--- config.mk ---
export PLATFORM = sky130hd
export DESIGN_NAME = scoreboard_stim_driver
export DESIGN_NICKNAME = d
export VERILOG_FILES = /design/src/rtl/scoreboard_stim_driver.sv
export SDC_FILE = /design/constraint.sdc
export NUM_CORES = 1
export LEC_CHECK = 0
export CORE_ASPECT_RATIO = 1.2
export CORE_MARGIN = 5
export CORE_UTILIZATION = 48
export DETAILED_ROUTE_END_ITERATION = 12
export PLACE_DENSITY = 0.83
export SYNTH_ARGS = -nofsm -noshare
export SYNTH_HDL_FRONTEND = slang
export SYNTH_SLANG_ARGS = --single-unit
export TNS_END_PERCENT = 5
--- constraint.sdc ---
create_clock -name clk -period 2.5 [get_ports clk]
set_input_delay 0.375 -clock clk [delete_from_list [all_inputs] [get_ports clk]]
set_output_delay 0.375 -clock clk [all_outputs]
set_load 0.05 [all_outputs]
--- src/rtl/scoreboard_stim_driver.sv ---
// Legal push/pop traffic generator that designates one magic packet and predicts its exit cycle.
// Optional random request thinning is enabled by defining SSD_LFSR_EN.
module scoreboard_stim_driver #(
    parameter int unsigned DEPTH  = 8,
    parameter int unsigned WIDTH  = 8,
    parameter int unsigned CNTWID = $clog2(DEPTH) + 1,
    parameter logic [15:0] SEED   = 16'hACE1
) (
    input  logic              clk,
    input  logic              rst,
    input  logic              push_req,
    input  logic              pop_req,
    input  logic              start_req,
    output logic              push,
    output logic              pop,
    output logic              start,
    output logic [WIDTH-1:0]  data_in,
    output logic [CNTWID-1:0] occupancy,
    output logic [WIDTH-1:0]  magic_value,
    output logic              exp_exit,
    output logic              done
);

    typedef enum logic [1:0] {StIdle, StArmed, StTracking, StDone} state_e;

    state_e            state_q, state_d;
    logic              push_q, pop_q, start_q, exp_exit_q, done_q;
    logic              push_d, pop_d, start_d, exp_exit_d;
    logic [WIDTH-1:0]  data_q, data_d, magic_q, magic_d, dcnt_q, dcnt_d;
    logic [CNTWID-1:0] cnt_q, ahead_q, ahead_d, cnt_after;
    logic              gate_p, gate_q;

`ifdef SSD_LFSR_EN
    logic [15:0] lfsr_q;

    always_ff @(posedge clk or posedge rst) begin
        if (rst) begin
            lfsr_q <= SEED;
        end else begin
            lfsr_q <= {lfsr_q[14:0], lfsr_q[15] ^ lfsr_q[13] ^ lfsr_q[12] ^ lfsr_q[10]};
        end
    end

    assign gate_p = lfsr_q[0];
    assign gate_q = lfsr_q[1];
`else
    assign gate_p = 1'b1;
    assign gate_q = 1'b1;
`endif

    always_comb begin
        // Occupancy once the pushes/pops currently on the outputs have landed.
        cnt_after  = cnt_q + CNTWID'(push_q) - CNTWID'(pop_q);
        push_d     = push_req & gate_p & (cnt_after != CNTWID'(DEPTH));
        pop_d      = pop_req & gate_q & (cnt_after != '0);
        state_d    = state_q;
        start_d    = 1'b0;
        exp_exit_d = 1'b0;
        ahead_d    = ahead_q;
        magic_d    = magic_q;
        data_d     = push_d ? dcnt_q : data_q;
        dcnt_d     = push_d ? dcnt_q + WIDTH'(1) : dcnt_q;

        case (state_q)
            StIdle: begin
                if (start_req) state_d = StArmed;
            end
            StArmed: begin
                if (push_d) begin
                    start_d = 1'b1;
                    magic_d = dcnt_q;
                    // A pop issued alongside the magic push removes an older packet.
                    ahead_d = cnt_after - CNTWID'(pop_d);
                    state_d = StTracking;
                end
            end
            StTracking: begin
                if (pop_d) begin
                    if (ahead_q == '0) begin
                        exp_exit_d = 1'b1;
                        state_d    = StDone;
                    end else begin
                        ahead_d = ahead_q - CNTWID'(1);
                    end
                end
            end
            StDone: begin
            end
            default: state_d = StIdle;
        endcase
    end

    always_ff @(posedge clk or posedge rst) begin
        if (rst) begin
            state_q    <= StIdle;
            push_q     <= 1'b0;
            pop_q      <= 1'b0;
            start_q    <= 1'b0;
            exp_exit_q <= 1'b0;
            done_q     <= 1'b0;
            data_q     <= '0;
            magic_q    <= '0;
            dcnt_q     <= '0;
            cnt_q      <= '0;
            ahead_q    <= '0;
        end else begin
            state_q    <= state_d;
            push_q     <= push_d;
            pop_q      <= pop_d;
            start_q    <= start_d;
            exp_exit_q <= exp_exit_d;
            done_q     <= (state_q == StDone);
            data_q     <= data_d;
            magic_q    <= magic_d;
            dcnt_q     <= dcnt_d;
            cnt_q      <= cnt_after;
            ahead_q    <= ahead_d;
        end
    end

    assign push        = push_q;
    assign pop         = pop_q;
    assign start       = start_q;
    assign data_in     = data_q;
    assign magic_value = magic_q;
    assign exp_exit    = exp_exit_q;
    assign done        = done_q;
    assign occupancy   = cnt_after;

endmodule
==> results.md <==
* R2r endpoint: ahead_q[3]
* PortBufs at 29
* Flop2flop setup slack at -0.33 ns
* Fin cells at 289
* DRT met1 WL at 1.84 mm
* WP data required at 2.70 ns
* Max clock buf depth at 2
* Synth top area share at 0.493
* Synthesized net count at 198
* Root buffer cell: clkbuf_8
* WL final at 4.28 mm
* Layout cells sized above 1 at 0.281
* Antenna violations before repair at 0
* Final Slew Violations at 0
* Failing checks: negative setup slack
* CP Data Arrival Time at 3.03 ns
* Clk_lat worst skew at 0.30 ns
* Antenna cell count at 0
* Uppermost layer routed: met4
* EDFF count, synth at 0
* FF-to-FF Start: pop
* Synth Warn # at 0
* Met2 wire length at 2.18 mm
* Setup WS post-layout at -0.326 ns
* Post-synthesis register bit count at 39
* Largest net degree at the start of global routing at 40
* Synth Flop Type: dfrtp_1
* Least-Margin Pin Slew at 0.510 ns
* CTS Hold Buffers Added at 0
* RSZ-0062 raised after global routing: yes
* Via count at 1,481
* Clk sink count at 39
* Hold crit path type: register to register
* Clk pin slew, worst setup/hold paths at 0.08 ns
* Status: finished with violations
* CTS H-tree lvls at 2
* Setup WS pre-CTS at -0.346 ns
* Synth unique cells at 45
* Most common cell in the netlist: dfrtp_1
* Synth async-reset ratio at 1.00
* Crit path from: pop
* Post-route clock period utilization at 1.13
* Cells after DPL at 278
* First drt pass iteration count at 4
* Die Ht at 80.4 um
* Num CTS Buffers at 5
* CTS tree: built
* CP Max Fanout at 3
* Fin. Hold Viols at 0
* Synth area leader: dfrtp_1
* Core ar. at 3970 um^2
* Number of fill cells at 314
* Drt initial violations at 41
* Worst setup SP type: register
* Top Ports at 30
* First-pass GRT wire length at 7.40 mm
* Seq/Total Area, Yosys at 0.493
* Die ar. at 5520 um^2
* Mapped Cells at 179
* Tmin final at 2.83 ns
* Rel. slew slack at 0.659
* Worst Setup EP: ahead_q[3]
* DRC at 0
* Initial Utilization at 0.499
* Final Core Density at 0.674
* WL/cell at 14.8 um
* Max Fclk at 0.354 GHz
* GRT Util Overall at 0.183
* Routability Congestion at 0.852
* Final #Nets at 253
* Mapped Area at 1980 um^2
* Worst Path Class, Setup: register to register
* Critical Path Sink Type: register
* Clock Skew at 0.00949 ns
* Row count at 25
* Worst Reg-to-Reg Cells at 13
* HPWL Detailed at 3.04 mm
* Total global routing overflow at 0
* Post-synth top cells: 39 x dfrtp_1, 30 x nand2_1, 17 x inv_1
* Met3 WL at 135 um
* Synth area leaders: dfrtp_1 49%, ha_1 8.2%, nand2_1 5.7%
* Die Span X at 68.6 um
* Vias in the first global route at 1,567
* Via density per instance at 5.12
* Mapped Avg Cell Area at 11.1 um^2
* Endpoints failing setup at 16
* Final ANT Viol Nets at 0
* Maxcap violations at 0
* Area grow syn2layout at 35.2%
-- metal layers --
layer,track usage,vias up
li1,-,715
met3,0.0434,10
met1,0.229,718
met5,0,-
met2,0.287,38
met4,0.0934,0
-- what timing repair did --
action | in CTS | in global routing
endpoints found under the hold margin | 0 | 0
buffers inserted | 3 | 0
pin swaps | 12 | 3
endpoints found under the setup margin | 16 | 32
gates resized for setup | 7 | 5
-- cells by family after synthesis --
group / count (synthesis) / synth area share
AOI/OAI and AO/OA: 22 / 0.0834
and+or+nand+nor: 60 / 0.167
muxes: 11 / 0.0613
xor gates and xnor gates: 11 / 0.0600
adders and majority gates: 14 / 0.0922
buffers and inverters: 22 / 0.0430
DFF: 39 / 0.493
-- layout make-up --
class,instances,area [um^2],share of cell area
clock buffer,7,76.3,0.0285
timing repair buffer,51,469,0.175
multi-input combinational,118,1010,0.376
tap,54,67.6,0.0252
sequential,39,977,0.365
clock inverter,1,5.00,0.00187
inverter,19,75.1,0.0280
-- worst max-delay path, cell delays in order (launching register included) --
cell,delay [ns]
dfrtp_2,0.43
ha_4,0.26
inv_2,0.04
ha_4,0.15
fa_2,0.38
xnor2_4,0.20
clkinvlp_4,0.15
nor3_4,0.17
a21oi_2,0.09
ha_2,0.21
and4_1,0.16
mux2i_2,0.17
a21boi_2,0.09
nor4_2,0.23
-- cells in the final DEF, fill, tap and decap left out, types with 2 or more instances in the layout --
cell	synthesis	routed
dfrtp_1	39	38
nand2_1	30	30
clkdlybuf4s50_1	0	25
buf_4	0	22
inv_1	17	14
ha_1	13	10
xnor2_1	7	7
a21oi_1	7	6
nand4_1	6	6
clkbuf_8	0	5
inv_2	2	4
nor3_1	4	4
o21ai_0	4	4
mux2_2	4	4
nor2_1	3	3
mux2_1	5	3
buf_6	0	3
and4_1	2	2
nand2b_1	2	2
and3_1	2	2
mux2_4	0	2
ha_4	0	2
clkbuf_1	1	2
-- flip-flops by register name (all words and copies together) (netlist names) --
name         count
ahead_q          4
cnt_q            4
data_in          8
dcnt_q           8
done             1
exp_exit         1
magic_value      8
pop              1
push             1
start            1
state_q          2
-- through the flow --
stage | TNS (ns) | hold slack (ns) | cell area (um^2)
after floorplan | -6.23 | 0.456 | 2030
after global placement | -1.15 | 0.461 | 2520
after detailed placement | -1.74 | 0.466 | 2520
after CTS | -2.43 | 0.484 | 2650
after global routing | -5.05 | 0.504 | 2680
final | -2.32 | 0.482 | 2680
-- worst min path at each step --
stage	depth (start not counted)	to	slack, ns	start
final	2	data_in[4]	0.48	data_in[4]
after global routing	2	data_in[7]	0.50	data_in[7]
after CTS	2	data_in[1]	0.48	data_in[1]
after detailed placement	2	data_in[1]	0.47	data_in[1]
after global placement	2	data_in[2]	0.46	data_in[2]
after floorplan	1	dcnt_q[7]	0.46	dcnt_q[7]
Power is not shown: default switching activity piles up to over one toggle a cycle in this logic, so the estimate is an artifact.
